--- src/rtl/dbus_ram_arbiter.sv ---
// Round-robin arbiter sharing the RAM data port between the CPU dBus (m0) and an
// auxiliary master (m1); routes 1-cycle read data back to the issuing requester.
module dbus_ram_arbiter #(
  parameter int WL          = 32,
  parameter int RAM_DEPTH   = 8192,
  parameter int RAM_ADDR_WL = $clog2(RAM_DEPTH - 1),
  parameter int ERR_CNT_WL  = 8
) (
  input  logic                   clk,
  input  logic                   resetn,
  input  logic                   m0_cmd_valid,
  output logic                   m0_cmd_ready,
  input  logic                   m0_cmd_wr,
  input  logic [WL-1:0]          m0_cmd_addr,
  input  logic [WL-1:0]          m0_cmd_data,
  input  logic [1:0]             m0_cmd_size,
  output logic                   m0_rsp_valid,
  output logic                   m0_rsp_error,
  output logic [WL-1:0]          m0_rsp_data,
  input  logic                   m1_cmd_valid,
  output logic                   m1_cmd_ready,
  input  logic                   m1_cmd_wr,
  input  logic [WL-1:0]          m1_cmd_addr,
  input  logic [WL-1:0]          m1_cmd_data,
  input  logic [1:0]             m1_cmd_size,
  output logic                   m1_rsp_valid,
  output logic                   m1_rsp_error,
  output logic [WL-1:0]          m1_rsp_data,
  output logic [WL/8-1:0]        ram_we,
  output logic [RAM_ADDR_WL-1:0] ram_addr,
  output logic [WL-1:0]          ram_din,
  input  logic [WL-1:0]          ram_dout,
  output logic [ERR_CNT_WL-1:0]  err_count
);

  localparam int NB = WL / 8;

  logic                   last_grant;
  logic                   grant0, grant1, accept;
  logic                   sel_wr, sel_oor;
  logic [WL-1:0]          sel_addr;
  logic [1:0]             sel_size;
  logic                   rsp_pend, rsp_owner, rsp_err;
  logic [WL-1:0]          rsp_word;
  logic [WL-1:0]          held0, held1;

  // Ready is gated by resetn so nothing is offered while reset is asserted.
  always_comb begin
    grant0   = resetn & m0_cmd_valid & (~m1_cmd_valid | last_grant);
    grant1   = resetn & m1_cmd_valid & (~m0_cmd_valid | ~last_grant);
    accept   = grant0 | grant1;
    sel_wr   = grant1 ? m1_cmd_wr   : m0_cmd_wr;
    sel_addr = grant1 ? m1_cmd_addr : m0_cmd_addr;
    sel_size = grant1 ? m1_cmd_size : m0_cmd_size;
    ram_din  = grant1 ? m1_cmd_data : m0_cmd_data;
    ram_addr = sel_addr[RAM_ADDR_WL+1:2];
    sel_oor  = |sel_addr[WL-1:RAM_ADDR_WL+2];
  end

  assign m0_cmd_ready = grant0;
  assign m1_cmd_ready = grant1;

  always_comb begin
    ram_we = '0;
    if (accept && sel_wr && !sel_oor) begin
      case (sel_size)
        2'd0:    ram_we = NB'(1) << sel_addr[1:0];
        2'd1:    ram_we = NB'(3) << {sel_addr[1], 1'b0};
        default: ram_we = '1;
      endcase
    end
  end

  always_ff @(posedge clk or negedge resetn) begin
    if (!resetn) begin
      last_grant <= 1'b1;
      rsp_pend   <= 1'b0;
      rsp_owner  <= 1'b0;
      rsp_err    <= 1'b0;
      held0      <= '0;
      held1      <= '0;
      err_count  <= '0;
    end else begin
      if (accept) last_grant <= grant1;
      rsp_pend  <= accept & ~sel_wr;
      rsp_owner <= grant1;
      rsp_err   <= sel_oor;
      if (rsp_pend && !rsp_owner) held0 <= rsp_word;
      if (rsp_pend &&  rsp_owner) held1 <= rsp_word;
      if (accept && sel_oor && !(&err_count)) err_count <= err_count + ERR_CNT_WL'(1);
    end
  end

  // RAM data arrives in the response cycle, so it is passed through combinationally
  // and captured into the per-owner hold register for the following cycles.
  assign rsp_word     = rsp_err ? '0 : ram_dout;
  assign m0_rsp_valid = rsp_pend & ~rsp_owner;
  assign m1_rsp_valid = rsp_pend &  rsp_owner;
  assign m0_rsp_error = m0_rsp_valid & rsp_err;
  assign m1_rsp_error = m1_rsp_valid & rsp_err;
  assign m0_rsp_data  = m0_rsp_valid ? rsp_word : held0;
  assign m1_rsp_data  = m1_rsp_valid ? rsp_word : held1;

endmodule

--- config.mk ---
export PLATFORM = sky130hd
export DESIGN_NAME = dbus_ram_arbiter
export DESIGN_NICKNAME = d
export VERILOG_FILES = /design/src/rtl/dbus_ram_arbiter.sv
export SDC_FILE = /design/constraint.sdc
export NUM_CORES = 1
export LEC_CHECK = 0
export BUFFER_PORTS_ARGS = -buffer_cell sky130_fd_sc_hd__buf_2
export CAP_MARGIN = 20
export CORE_MARGIN = 10
export CORE_UTILIZATION = 39
export DETAILED_ROUTE_END_ITERATION = 8
export GPL_TIMING_DRIVEN = 0
export PLACE_DENSITY = 0.81
export SYNTH_ARGS = -nofsm -noshare
export SYNTH_HDL_FRONTEND = slang
export SYNTH_SLANG_ARGS = --single-unit
export TNS_END_PERCENT = 5
--- constraint.sdc ---
create_clock -name clk -period 5.39 [get_ports clk]
set_input_delay 0.8085 -clock clk [delete_from_list [all_inputs] [get_ports clk]]
set_output_delay 0.8085 -clock clk [all_outputs]
set_load 0.01 [all_outputs]
==> results of run 1 <==
critical path, stage by stage:
cell      delay (ps)
buf_4            120
buf_16           330
nand2_1          120
a21o_1           170
clkbuf_8         160
inv_1            130
clkbuf_1         380
clkbuf_1         460
nand2_1          110
nand2_1           80
buf_2            130
power groups by stage:
stage	Combinational (uW)	Sequential, uW	Clock [uW]
6_report	418	684	391
5_1_grt	462	694	426
4_1_cts	425	684	398
3_5_place_dp	424	695	0
3_3_place_gp	408	690	0
2_1_floorplan	184	697	0
per-layer routing:
| metal | global-route usage [%] | share of wire, % |
|---|---|---|
| met3 | 9.07 | 11 |
| met4 | 7.50 | 2.2 |
| met2 | 40.7 | 53 |
| met1 | 21.7 | 33 |
| met5 | 0 | 0 |
state kept, by name, indices dropped and copies added (netlist names):
register    flops
err_count       8
held1          32
held0          32
rsp_owner       1
last_grant      1
rsp_pend        1
rsp_err         1
cells in the final DEF, fill, tap and decap left out, drive strengths merged:
master	instances
buf	301
nand2	245
dfrtp	75
o21ai	66
clkbuf	34
a21oi	7
nor4	7
xnor2	6
inv	6
nand4	5
nor2	4
clkinv	4
mux2i	3
and3	3
nor3	2
clkinvlp	2
or3	2
a21o	1
or4	1
nor3b	1
a31oi	1
nand2b	1
nor2b	1
a31o	1
a211oi	1
mux2	1
xor2	1
ha	1
dfstp	1
metrics by stage:
step           setup WS [ps]  hold WS (ps)  power [uW]
4_1_cts                 1500           235        1510
2_1_floorplan           2270           470         882
6_report                1550           251        1490
5_1_grt                 1290           227        1580
3_5_place_dp            1510           474        1120
3_3_place_gp             661           466        1100
synth_stat cells, drive strengths merged, types with 2 or more instances:
cell type  instances  area, um2
a21oi              7       38.8
and3               3       18.8
buf                4       15.0
clkbuf            24        100
dfrtp             75       1880
inv                5       18.8
mux2i              3       30.0
nand2            245        920
nand4              5       31.3
nor2               4       15.0
nor3               2       10.0
nor4               7       73.8
o21ai             66        330
or3                2       18.8
xnor2              6       52.6
cell type report:
type | count | area, um2 | area share (%)
Sequential cell | 76 | 1900 | 34.6
Multi-Input combinational cell | 361 | 1640 | 29.7
Timing Repair Buffer | 297 | 1510 | 27.5
Tap cell | 111 | 139 | 2.52
Clock buffer | 10 | 138 | 2.50
Buffer | 28 | 115 | 2.09
Clock inverter | 6 | 38.8 | 0.705
Inverter | 6 | 22.5 | 0.409
cell families after synthesis:
logic type,count (synthesis),share of synthesized area (%)
adders and majority gates,1,0.340
buffers and inverters,34,3.74
xor gates and xnor gates,7,1.67
DFF,76,51.7
muxes,4,1.12
AOI/OAI and AO/OA,77,11.0
and+or+nand+nor,272,30.4
worst min path at each step:
| stage | slack (ps) | startpoint | end | depth (start not counted) |
|---|---|---|---|---|
| floorplan | 470 | last_grant | last_grant | 2 |
| global placement | 470 | held0[19] | held0[19] | 2 |
| global route | 230 | resetn | held0[24] | 1 |
| detailed placement | 470 | held0[18] | held0[18] | 2 |
| finish | 250 | resetn | held0[24] | 1 |
| CTS | 240 | resetn | held0[27] | 1 |
==> impl_metrics.ini, run 1 <==
[detailed_routing]
totalWireLength_um = 15900
via_per_inst = 4.95
vias = 4433
drc = 0
firstDrtPassIters = 5
drt-initial-drc-count = 266
final_antenna_net_count = 0
wl_per_cell_um = 17.8

[logic_synthesis]
syn_avg_cell_area_um2 = 7.81
yosysUniqueCellTypes = 32
yosys_warnings = 0
async_flop_share_pct = 100
syn-cell-area_mm2 = 0.00368
ys.flop_type = dfrtp_1
ys_seq_area_share_pct = 51.7
synth-edff-count = 0
syn-instance-count = 471
synth_nets = 642
yosys_register_bits = 76

[finish]
nFillCells = 866
area_delta_synth_final_pct = 49.7
design_area_mm2 = 0.00551
fin_cells = 895
drive_above_1_share_pct = 41.3
final_util_pct = 59.9
num_antenna_cells = 0
nNetsFinal = 950

[hold_path]
hold_path_class = input port to async pin

[timing]
post-route-period-util_pct = 71.3
worst_pin_slew_ps = 531
final.setup.tns_ps = 0
fmax_mhz = 260
final_max_slew_viol_count = 0
clock_skew_ps = 10.9
setup_viol = 0
slew_headroom_pct = 64.6
hold_violations = 0
period_needed_ps = 3840
rsz0062_at_grt = no

[global_routing]
grt_usage_pct = 22.0
antenna_found_initial = 0
grt_max_degree = 78
grt_pass1_vias = 4610
grt_overflow_total = 0
grt_pass1_wl_um = 23500

[die]
die_width_um = 117
die_h_um = 117
start_util_pct = 40.0
io_pins = 297
die_area_mm2 = 0.0137
rows = 35
core_area_mm2 = 0.00920

[run_status]
outcome = finished, final reports clean

[clock_network]
cts-resized-gates = 0
postCtsSetupBuffers = 0
cts.clk_slew.worst_paths_ps = 80
cts_hold_buf = 0
insertion_delay_ps = 350
cts_tree = built
clock-sinks = 76
cts_buffer_depth = 2
cts_root_buffer = clkbuf_8
cts-buffers-inserted = 9
cts_htree_levels = 3

[pwr]
combPwrFrac_pct = 28.0
p_int_uw = 998
p_seq_share_pct = 45.8
peakVddDrop_uv = 112
p_leak_uw = 0.00319
power_frac_clock_pct = 26.2
power_density_mw_per_mm2 = 271
p_sw_share_pct = 33.2
p_sw_uw = 496

[critical_path]
crit_path_max_fanout = 77
endpoint = ram_din[22]
r2r_start = err_count[0]
required_ps = 4580
end_kind = primary output
reg2reg_slack_ps = 3280
critPathLaunch = resetn
critPathLaunchType = input port
r2r-end = err_count[1]
worstSetupPathType = input port to primary output
r2r_cells = 5
critPathArrivalTime_ps = 3030

[job]
cap_violations = 0

[place]
gp_congestion = 0.896
portBuffers = 296
post-dp-hpwl_um = 13400
dp.cells = 879
place_area_mm2 = 0.00533
Note: power is estimated with default switching activity, not from simulation.
==> run 2, diff against run 1 <==
--- a/config.mk
+++ b/config.mk
@@ -8,10 +8,10 @@
 export BUFFER_PORTS_ARGS = -buffer_cell sky130_fd_sc_hd__buf_2
 export CAP_MARGIN = 20
 export CORE_MARGIN = 10
-export CORE_UTILIZATION = 39
+export CORE_UTILIZATION = 36
 export DETAILED_ROUTE_END_ITERATION = 8
 export GPL_TIMING_DRIVEN = 0
-export PLACE_DENSITY = 0.81
+export PLACE_DENSITY = 0.79
 export SYNTH_ARGS = -nofsm -noshare
 export SYNTH_HDL_FRONTEND = slang
 export SYNTH_SLANG_ARGS = --single-unit
==> constraint.sdc (replaced) <==
create_clock -name clk -period 3.45 [get_ports clk]
set_input_delay 0.5175 -clock clk [delete_from_list [all_inputs] [get_ports clk]]
set_output_delay 0.5175 -clock clk [all_outputs]
set_load 0.01 [all_outputs]
==> impl_metrics.ini, run 2 (synthesis results as in run 1) <==
[timing]
slew_headroom_pct = 61.7
post-route-period-util_pct = 92.2
final_max_slew_viol_count = 0
final.setup.tns_ps = 0
clock_skew_ps = 5.92
hold_violations = 0
fmax_mhz = 314
period_needed_ps = 3180
worst_pin_slew_ps = 573
setup_viol = 0
rsz0062_at_grt = yes
hold_slack_ps = 182

[finish]
final_common_cell = buf_2
multi_input_area_mm2 = 0.00164
area_delta_synth_final_pct = 51.8
drive_above_1_share_pct = 41.2
nNetsFinal = 951
ff_latch_area_mm2 = 0.00190
reg_top3 = held0: 32 flops, held1: 32 flops, err_count: 8 flops
final_util_pct = 56.6
fin_cells = 918
layout_common_cells = buf_2, nand2_1, dfrtp_1, o21ai_0, clkbuf_1
nFillCells = 992

[critical_path]
crit_path_max_fanout = 74
r2r_start = err_count[0]
critPathLaunchType = input port
critPathArrivalTime_ps = 2660
worstSetupPathType = input port to primary output
required_ps = 2930
crit_family = simple AND/OR/NAND/NOR gates
crit_chain = buf_4 -> buf_16 -> nand2_1 -> a21o_1 -> clkbuf_8 -> inv_1 -> nor3_1 -> a21oi_2 -> or3_4 -> a21oi_1 -> buf_2
critPathLaunch = resetn
end_kind = primary output
timing.critical_path.buf_inv = 5
crit_path_top_delay_cell = nor3_1
cpPeakStageDelay_ps = 460

[detailed_routing]
vias = 4333
drt-initial-drc-count = 261
wl_per_cell_um = 17.1
final_antenna_net_count = 0
firstDrtPassIters = 4
totalWireLength_um = 15700
via_per_inst = 4.72
drc = 0

[place]
gp_congestion = 0.875
portBuffers = 296
dp.cells = 901
post-dp-hpwl_um = 13100

[die]
die_area_mm2 = 0.0147
start_util_pct = 37.3
die_width_um = 121
rows = 36
io_pins = 297
die_h_um = 121
core_area_mm2 = 0.00986

[pwr]
fin_total_pwr_uw = 2450
peakVddDrop_uv = 207
p_leak_uw = 0.00322
power_density_mw_per_mm2 = 438

[global_routing]
grt_pass1_wl_um = 23600
antenna_found_initial = 1
grt_usage_pct = 20.2
grt_overflow_total = 0
grt_pass1_vias = 4409
grt_max_degree = 75

[clock_network]
cts_htree_levels = 3
cts_tree = built
postCtsSetupBuffers = 0
clock-sinks = 76
cts-buffers-inserted = 9
cts_buffer_depth = 2
cts_root_buffer = clkbuf_8
cts.clk_slew.worst_paths_ps = 80
insertion_delay_ps = 340

[job]
cap_violations = 0

[run_status]
outcome = finished, final reports clean

[hold_path]
hold_path_class = input port to async pin
## run 2: final timing paths
check                                    end  slack [ps]  depth (start not counted)
worst max-delay path               ram_we[3]         270                         11
max in group asynchronous          held1[27]        2660                          2
worst min-delay path               held1[26]         180                          2
worst max register to register  err_count[1]        1330                          5
min in group clk                  last_grant         450                          3
worst min register to register     held0[14]         490                          2
## run 2: power by group
part	switching [uW]	internal, uW	total [uW]
clock	309	424	732
combinational	369	277	647
sequential	67.1	1000	1070
total	745	1700	2450
## run 2: final cells by class
cell class | count | area share, %
inverter | 6 | 0.403
buffer | 28 | 2.08
sequential | 76 | 34.1
timing repair buffer | 298 | 27.2
clock inverter | 4 | 1.32
multi-input combinational | 361 | 29.3
antenna | 1 | 0.0448
tap | 133 | 2.98
clock buffer | 11 | 2.53
## run 2: repair_timing
item                                    in CTS  in global routing
endpoints found under the setup margin       0                  2
endpoints found under the hold margin        5                  0
hold buffers                                 1                  0
resized for setup                            0                  1
## run 2: worst reg2reg max path, cell delays in order (launching register included)
cell	delay, ps
dfrtp_1	420
ha_1	250
and3_1	190
a31o_2	250
a211oi_2	510
mux2_2	400
## run 2: metal layers
| metal | vias up | share of wire (%) | global-route usage [%] |
|---|---|---|---|
| met2 | 207 | 52 | 36.8 |
| met3 | 18 | 12 | 9.73 |
| met1 | 1973 | 35 | 20.1 |
| met4 | 0 | 1.5 | 5.13 |
| li1 | 2135 | - | - |
| met5 | - | 0 | 0 |
## run 2: stage by stage
stage,area (um2),setup WS (ps)
after floorplan,3680,910
after CTS,5580,220
final,5590,269
after global routing,5590,-9.62
after global placement,5330,-743
after detailed placement,5360,183
==> run 3, diff against run 2 <==
==> config.mk (replaced) <==
export PLATFORM = sky130hd
export DESIGN_NAME = dbus_ram_arbiter
export DESIGN_NICKNAME = d
export VERILOG_FILES = /design/src/rtl/dbus_ram_arbiter.sv
export SDC_FILE = /design/constraint.sdc
export NUM_CORES = 1
export LEC_CHECK = 0
export CAP_MARGIN = 20
export CORE_MARGIN = 10
export CORE_UTILIZATION = 39
export DETAILED_ROUTE_END_ITERATION = 8
export DONT_BUFFER_PORTS = 1
export GPL_TIMING_DRIVEN = 0
export PLACE_DENSITY = 0.56
export SYNTH_ARGS = -nofsm -noshare
export SYNTH_HDL_FRONTEND = slang
export SYNTH_SLANG_ARGS = --single-unit
export TNS_END_PERCENT = 5
==> impl_metrics.ini, run 3 (synthesis results as in run 1) <==
[critical_path]
reg2reg_slack_ps = 1250
crit_family = buffers and inverters
crit_chain = a21o_1 -> clkbuf_8 -> inv_1 -> clkbuf_1 -> clkbuf_1 -> nand2_1 -> nand2_1
critPathLaunchType = flop
crit_path_max_fanout = 11
crit_path_top_delay_cell = clkbuf_1
cpPeakStageDelay_ps = 560
critPathArrivalTime_ps = 2490
r2r_start = err_count[0]
end_kind = primary output
required_ps = 2930
r2r_cells = 5
timing.critical_path.buf_inv = 4
worstSetupPathType = flop to primary output
r2r-end = err_count[1]

[place]
gp_congestion = 0.869
post-dp-hpwl_um = 11700
place_area_mm2 = 0.00382
portBuffers = 0
dp.cells = 582

[detailed_routing]
final_antenna_net_count = 0
wl_per_cell_um = 24.1
firstDrtPassIters = 4
drt-initial-drc-count = 199
totalWireLength_um = 14400
drc = 0
vias = 3281
via_per_inst = 5.48

[global_routing]
grt_overflow_total = 0
antenna_found_initial = 0
grt_pass1_wl_um = 20300
grt_usage_pct = 19.6
grt_max_degree = 76
grt_pass1_vias = 3496

[clock_network]
cts-buffers-inserted = 9
cts_htree_levels = 3
clock-sinks = 76
cts_root_buffer = clkbuf_8
cts_tree = built
insertion_delay_ps = 340
cts_buffer_depth = 2
cts.clk_slew.worst_paths_ps = 80

[timing]
post-route-period-util_pct = 87.3
worst_pin_slew_ps = 695
final_max_slew_viol_count = 0
hold_violations = 0
fmax_mhz = 332
period_needed_ps = 3010
rsz0062_at_grt = no
slew_headroom_pct = 53.2
hold_slack_ps = 65.1
final.setup.tns_ps = 0
setup_viol = 0
clock_skew_ps = 9.14

[finish]
area_delta_synth_final_pct = 10.2
final_common_cell = nand2_1
fin_cells = 599
nNetsFinal = 655
num_antenna_cells = 0
reg_top3 = held0: 32 flops, held1: 32 flops, err_count: 8 flops
nFillCells = 954
layout_common_cells = nand2_1, dfrtp_1, o21ai_0, clkbuf_1, clkbuf_8
drive_above_1_share_pct = 5.53
design_area_mm2 = 0.00405

[hold_path]
hold_path_class = input port to async pin

[run_status]
outcome = finished, final reports clean

[pwr]
power_density_mw_per_mm2 = 538
p_leak_uw = 0.00191
peakVddDrop_uv = 166

[die]
core_area_mm2 = 0.00920
die_width_um = 117
die_h_um = 117
start_util_pct = 40.0
rows = 35
die_area_mm2 = 0.0137
io_pins = 297

[job]
cap_violations = 0
## run 3: layer usage
| layer | global-route usage, % | part of all wire (%) | routed length [um] |
|---|---|---|---|
| met1 | 19.9 | 34 | 4930 |
| met2 | 33.3 | 50 | 7280 |
| met3 | 9.89 | 13 | 1820 |
| met4 | 8.15 | 2.7 | 392 |
| met5 | 0 | 0 | 0 |
## run 3: final cells by class
class	count	area, um2	share of cell area (%)
Inverter	6	22.5	0.556
Buffer	28	115	2.84
Clock buffer	10	138	3.40
Timing Repair Buffer	2	37.5	0.926
Sequential cell	76	1900	46.9
Clock inverter	5	61.3	1.51
Multi-Input combinational cell	361	1640	40.4
Tap cell	111	139	3.43
## run 3: power by group
group / switching [uW] / internal (uW) / leakage [uW] / total [uW]
combinational: 287 / 109 / 0.000803 / 395
sequential: 95.2 / 1000 / 0.00102 / 1100
clock: 336 / 352 / 0.0000910 / 688
total: 718 / 1460 / 0.00191 / 2180
## run 3: worst register-to-register path: cells and delay by family, from the launching register on
family / cells / cell delay, ps
flops: 1 / 470
simple gates: 1 / 190
fa+ha+maj: 1 / 280
compound gates: 2 / 740
mux: 1 / 400
## run 3: timing repair
action	in CTS	in global routing
hold endpoints to repair	75	1
hold buffers	1	1
buffers inserted	0	0
resized for setup	0	0
setup endpoints to repair	0	0
## run 3: worst max-delay path by stage
stage	start	endpoint	slack [ps]	cells past startpoint
final	last_grant	ram_din[22]	440	7
after global routing	last_grant	ram_din[23]	190	7
after CTS	last_grant	ram_din[22]	350	7
after detailed placement	resetn	ram_din[22]	520	8
after global placement	resetn	ram_din[22]	560	8
after floorplan	m1_cmd_addr[16]	ram_we[0]	910	5
## run 3: through the flow
| stage | util [%] | power (uW) | worst slack [ps] |
|---|---|---|---|
| 6_report | 44.1 | 2180 | 439 |
| 5_1_grt | 44.1 | 2310 | 188 |
| 4_1_cts | 44.0 | 2200 | 353 |
| 3_5_place_dp | 41.5 | 1500 | 518 |
| 3_3_place_gp | 41.5 | 1480 | 557 |
| 2_1_floorplan | - | 1380 | 910 |
